--- config.mk ---
export PLATFORM = sky130hd
export DESIGN_NAME = mcs_fpro_bridge
export DESIGN_NICKNAME = d
export VERILOG_FILES = /design/src/rtl/mcs_fpro_bridge.sv
export SDC_FILE = /design/constraint.sdc
export NUM_CORES = 1
export LEC_CHECK = 0
export ABC_AREA = 1
export CAP_MARGIN = 15
export CORE_MARGIN = 2
export CORE_UTILIZATION = 37
export DETAILED_ROUTE_END_ITERATION = 12
export PLACE_DENSITY = 0.75
export SYNTH_ARGS = -nofsm -noshare
export SYNTH_HDL_FRONTEND = slang
export SYNTH_SLANG_ARGS = --single-unit
--- constraint.sdc ---
create_clock -name clk -period 1.45 [get_ports clk]
set_input_delay 0.3625 -clock clk [delete_from_list [all_inputs] [get_ports clk]]
set_output_delay 0.3625 -clock clk [all_outputs]
set_load 0.05 [all_outputs]
--- src/rtl/mcs_fpro_bridge.sv ---
// MicroBlaze MCS I/O bus to FPro MMIO bus bridge.
// Each request runs a fixed three-cycle exchange. Sticky flags record protocol faults.
module mcs_fpro_bridge #(
    parameter logic [31:0] BRG_BASE      = 32'hC000_0000,
    parameter logic [31:0] UNMAPPED_DATA = 32'hDEAD_BEEF
) (
    input  logic        clk,
    input  logic        reset,
    input  logic        io_addr_strobe,
    input  logic        io_read_strobe,
    input  logic        io_write_strobe,
    input  logic [3:0]  io_byte_enable,
    input  logic [31:0] io_address,
    input  logic [31:0] io_write_data,
    output logic [31:0] io_read_data,
    output logic        io_ready,
    output logic        fp_mmio_cs,
    output logic        fp_mmio_read,
    output logic        fp_mmio_write,
    output logic [20:0] fp_mmio_addr,
    output logic [31:0] fp_mmio_wr_data,
    input  logic [31:0] fp_mmio_rd_data,
    input  logic        err_clr,
    output logic        err_unmapped,
    output logic        err_partial,
    output logic        err_proto
);

    typedef enum logic [1:0] {StIdle, StAccess, StCapture} state_e;

    state_e      state_q;
    logic        is_write_q, hit_q;
    logic        cs_q, rd_q, wr_q, ready_q;
    logic [20:0] addr_q;
    logic [31:0] wdata_q, rdata_q;
    logic        err_unmapped_q, err_partial_q, err_proto_q;
    logic        err_unmapped_d, err_partial_d, err_proto_d;

    logic        req, idle, accept, hit;
    logic        set_unmapped, set_partial, set_proto;
    logic [31:0] lane_mask;
    logic        unused_inputs;

    // Address strobe and byte offset play no part in qualifying or decoding a request.
    assign unused_inputs = ^{io_addr_strobe, io_address[1:0]};

    always_comb begin
        req          = io_read_strobe | io_write_strobe;
        idle         = (state_q == StIdle);
        accept       = idle & req;
        hit          = (io_address[31:24] == BRG_BASE[31:24]) & ~io_address[23];
        lane_mask    = {{8{io_byte_enable[3]}}, {8{io_byte_enable[2]}},
                        {8{io_byte_enable[1]}}, {8{io_byte_enable[0]}}};
        set_proto    = (accept & io_read_strobe & io_write_strobe) | (~idle & req);
        set_partial  = accept & io_write_strobe & (io_byte_enable != 4'hF);
        set_unmapped = (state_q == StAccess) & ~hit_q;
        // A set event in the same cycle as err_clr takes priority.
        err_unmapped_d = (err_unmapped_q & ~err_clr) | set_unmapped;
        err_partial_d  = (err_partial_q & ~err_clr) | set_partial;
        err_proto_d    = (err_proto_q & ~err_clr) | set_proto;
    end

    always_ff @(posedge clk) begin
        if (reset) begin
            state_q        <= StIdle;
            is_write_q     <= 1'b0;
            hit_q          <= 1'b0;
            cs_q           <= 1'b0;
            rd_q           <= 1'b0;
            wr_q           <= 1'b0;
            ready_q        <= 1'b0;
            addr_q         <= '0;
            wdata_q        <= '0;
            rdata_q        <= '0;
            err_unmapped_q <= 1'b0;
            err_partial_q  <= 1'b0;
            err_proto_q    <= 1'b0;
        end else begin
            cs_q           <= 1'b0;
            rd_q           <= 1'b0;
            wr_q           <= 1'b0;
            ready_q        <= 1'b0;
            err_unmapped_q <= err_unmapped_d;
            err_partial_q  <= err_partial_d;
            err_proto_q    <= err_proto_d;
            case (state_q)
                StIdle: begin
                    if (req) begin
                        is_write_q <= io_write_strobe;
                        hit_q      <= hit;
                        addr_q     <= io_address[22:2];
                        wdata_q    <= io_write_data & lane_mask;
                        cs_q       <= hit;
                        rd_q       <= hit & ~io_write_strobe;
                        wr_q       <= hit & io_write_strobe;
                        state_q    <= StAccess;
                    end
                end
                StAccess: begin
                    if (is_write_q) begin
                        rdata_q <= '0;
                    end else if (hit_q) begin
                        rdata_q <= fp_mmio_rd_data;
                    end else begin
                        rdata_q <= UNMAPPED_DATA;
                    end
                    ready_q <= 1'b1;
                    state_q <= StCapture;
                end
                StCapture: state_q <= StIdle;
                default:   state_q <= StIdle;
            endcase
        end
    end

    assign io_read_data    = rdata_q;
    assign io_ready        = ready_q;
    assign fp_mmio_cs      = cs_q;
    assign fp_mmio_read    = rd_q;
    assign fp_mmio_write   = wr_q;
    assign fp_mmio_addr    = addr_q;
    assign fp_mmio_wr_data = wdata_q;
    assign err_unmapped    = err_unmapped_q;
    assign err_partial     = err_partial_q;
    assign err_proto       = err_proto_q;

endmodule

==> impl_metrics.ini <==
[outcome]
outcome = completed

[critical_path]
reg2reg_depth = 3
critPathLaunch = hit_q$_SDFFE_PP0P_
r2r_end = io_read_data[11]$_SDFFE_PP0N_
r2r_start = hit_q$_SDFFE_PP0P_
crit_end = io_read_data[11]$_SDFFE_PP0N_
cp-start-kind = register
r2r_slack_ps = 150
worstSetupPathType = register to register
arrival_ps = 1540
path_max_fanout = 25
crit_required_ps = 1690
crit_path_end_kind = register

[synthesis]
yosys.area_share.simple_pct = 28.24
synth-compound-area-share_pct = 8.956
synth_nets = 526
synth.area.mux_share_pct = 0
syn_area_per_cell_sq_um = 8.017
synth_top_family_by_area = simple AND/OR/NAND/NOR gates
ys_top_cells_by_area = dfxtp_1 57%, nand2_1 19%, nand3_1 6.1%
syn_area_sq_mm = 0.003367
synth_area_leader_cell = dfxtp_1
synth_xor_xnor_area_share_pct = 0
synthFlopType = dfxtp_1
synth-adder-area-share_pct = 0
synth_most_common_cell = nand2_1
yosys_warnings = 0
synth_top_area_share_pct = 57.08
synth_common_cells = 169 x nand2_1, 96 x dfxtp_1, 41 x nand3_1
synth_edf_count = 0
synth_cell_type_count = 20
yosysSeqAreaShare_pct = 57.08
ys_async_sr_fraction_pct = 0
synthCells = 420
ys_ff_latch = 96

[job]
maxCapViolations = 0

[route]
ant_nets = 0
wl_per_cell_um = 14.00
avgViaCountPerCell = 4.767
drcViolationCount = 0
vias = 3480
dr.pass1.iters = 5
routed_wl_mm = 10.22
drt_iter0_drc = 79

[layout]
nNetsFinal = 724
syn2layout_area_growth_pct = 97.44
antennaDiodeCount = 0
design_area_sq_mm = 0.006648
drive_gt1_share_pct = 21.86

[power]
p_per_area_mw_per_mm2 = 1050
seqPwrFrac_pct = 42.9
switchingPower_mw = 2.075
clock_power_share_pct = 28.0
p_leak_nw = 2.829
internal_power_mw = 4.905
total_power_mw = 6.980
sw_frac_of_total_pct = 29.73
ir_drop_mv = 0.5960
combPwrFrac_pct = 29.0

[worst_hold_path]
min_from = fp_mmio_addr[5]$_SDFFE_PP0P_
hold_class = register to register

[sta]
clock-skew-final_ps = 10.41
max_clock_freq_mhz = 770.6
worstMarginPinSlew_ps = 384.1
layout_setup_ws_ps = 152.3
post-route-min-period_ps = 1298
maxSlewViolCount = 0
finalSetupViolations = 0
slew_headroom_pct = 74.34
period_share_pct = 89.49
rsz0062_at_grt = no
hold_viol_final = 0

[clocking]
h-tree-depth = 3
clk_latency_ps = 350
cts_sinks = 96
cts_root_buf = clkbuf_8
post_cts_resize_count = 0
hold_buffers = 0
cts_setup_buffers = 0
numCtsBuffers = 9
cts_buffer_depth = 2
cts_tree = built
cts.clk_slew.worst_paths_ps = 100

[global_routing]
overflow = 0
grt_pass1_wl_mm = 16.52
grt_pass1_vias = 3437
grt_max_degree = 34
grtUsageTotal_pct = 21.00
antenna_found_initial = 0

[floorplanning]
initial_core_util_pct = 38.42
core_sq_mm = 0.008763
dieArea_sq_mm = 0.009879
io_pins = 198
rows = 34
dieHeight_um = 99.40
die_w_um = 99.40

[place]
placed_area_sq_mm = 0.006415
portBuffers = 194
place_worst_setup_slack_ps = -200.0
place_hpwl_mm = 7.910
gp_congestion = 0.7804
final cells by class:
type / count / area [sq um]
Timing Repair Buffer: 214 / 3075
Tap cell: 108 / 135.1
Clock buffer: 11 / 151.4
Sequential cell: 96 / 1922
Fill cell: 573 / 2116
Clock inverter: 4 / 77.57
Multi-Input combinational cell: 289 / 1252
Inverter: 8 / 33.78
critical path: stages, from the launching register on:
cell	delay (ps)
dfxtp_1	380
clkinvlp_4	350
o21ai_0	330
a21oi_1	120
routing by layer:
layer  vias to the layer above  share of wire, %  track usage, %
met5                         -                 0               0
met4                         0               1.4           7.165
met3                        11               9.0           7.027
met2                       148                50           36.59
met1                      1587                39           24.15
li1                       1734                 -               -
metrics by stage:
stage / hold WS [ps] / std cells / util, % / setup TNS [ps]
2_1_floorplan: 434.9 / 420 / - / 0
3_3_place_gp: 470.0 / 715 / 73.20 / -9006
3_5_place_dp: 475.3 / 715 / 73.20 / -9798
4_1_cts: 489.6 / 730 / 75.81 / 0
5_1_grt: 507.0 / 730 / 75.86 / 0
6_report: 488.3 / 730 / 75.86 / 0
registers in the layout (all words and copies together), names as in the netlist:
name / cells
fp_mmio_wr_data: 32
err_proto: 1
state_q: 2
fp_mmio_cs: 1
fp_mmio_write: 1
io_read_data: 32
is_write_q: 1
hit_q: 1
io_ready: 1
err_partial: 1
err_unmapped: 1
fp_mmio_read: 1
fp_mmio_addr: 21
worst min-delay path by stage:
| stage | end | depth (start not counted) |
|---|---|---|
| 3_3_place_gp | fp_mmio_addr[13]$_SDFFE_PP0P_ | 2 |
| 5_1_grt | fp_mmio_addr[7]$_SDFFE_PP0P_ | 2 |
| 4_1_cts | fp_mmio_addr[5]$_SDFFE_PP0P_ | 2 |
| 2_1_floorplan | fp_mmio_read$_SDFF_PP0_ | 1 |
| 3_5_place_dp | fp_mmio_addr[5]$_SDFFE_PP0P_ | 2 |
| 6_report | fp_mmio_addr[5]$_SDFFE_PP0P_ | 2 |
kinds of logic after synthesis:
group	Yosys count
flops	96
compound gates	60
simple gates	229
buf+inv	35
power groups by stage:
| stage | clock network (mW) | registers [mW] | logic [mW] |
|---|---|---|---|
| floorplan | 0 | 3.55 | 0.347 |
| global placement | 0 | 3.05 | 2.01 |
| detailed placement | 0 | 3.06 | 2.03 |
| CTS | 2.01 | 3.00 | 2.04 |
| global route | 2.13 | 3.02 | 2.12 |
| finish | 1.96 | 3.00 | 2.03 |
layout by cell type (no fill, tap or decap), types with 2 or more instances in the layout:
master,count
o21ai_1,4
nand2_1,169
clkdlybuf4s50_1,102
clkbuf_8,11
bufinv_16,2
nand2_2,3
nor2_1,11
clkinv_4,2
nand3_1,41
buf_4,15
inv_1,5
o21ai_0,21
buf_12,97
dfxtp_1,96
inv_2,2
a21oi_1,34
(Power assumes the default switching activity.)
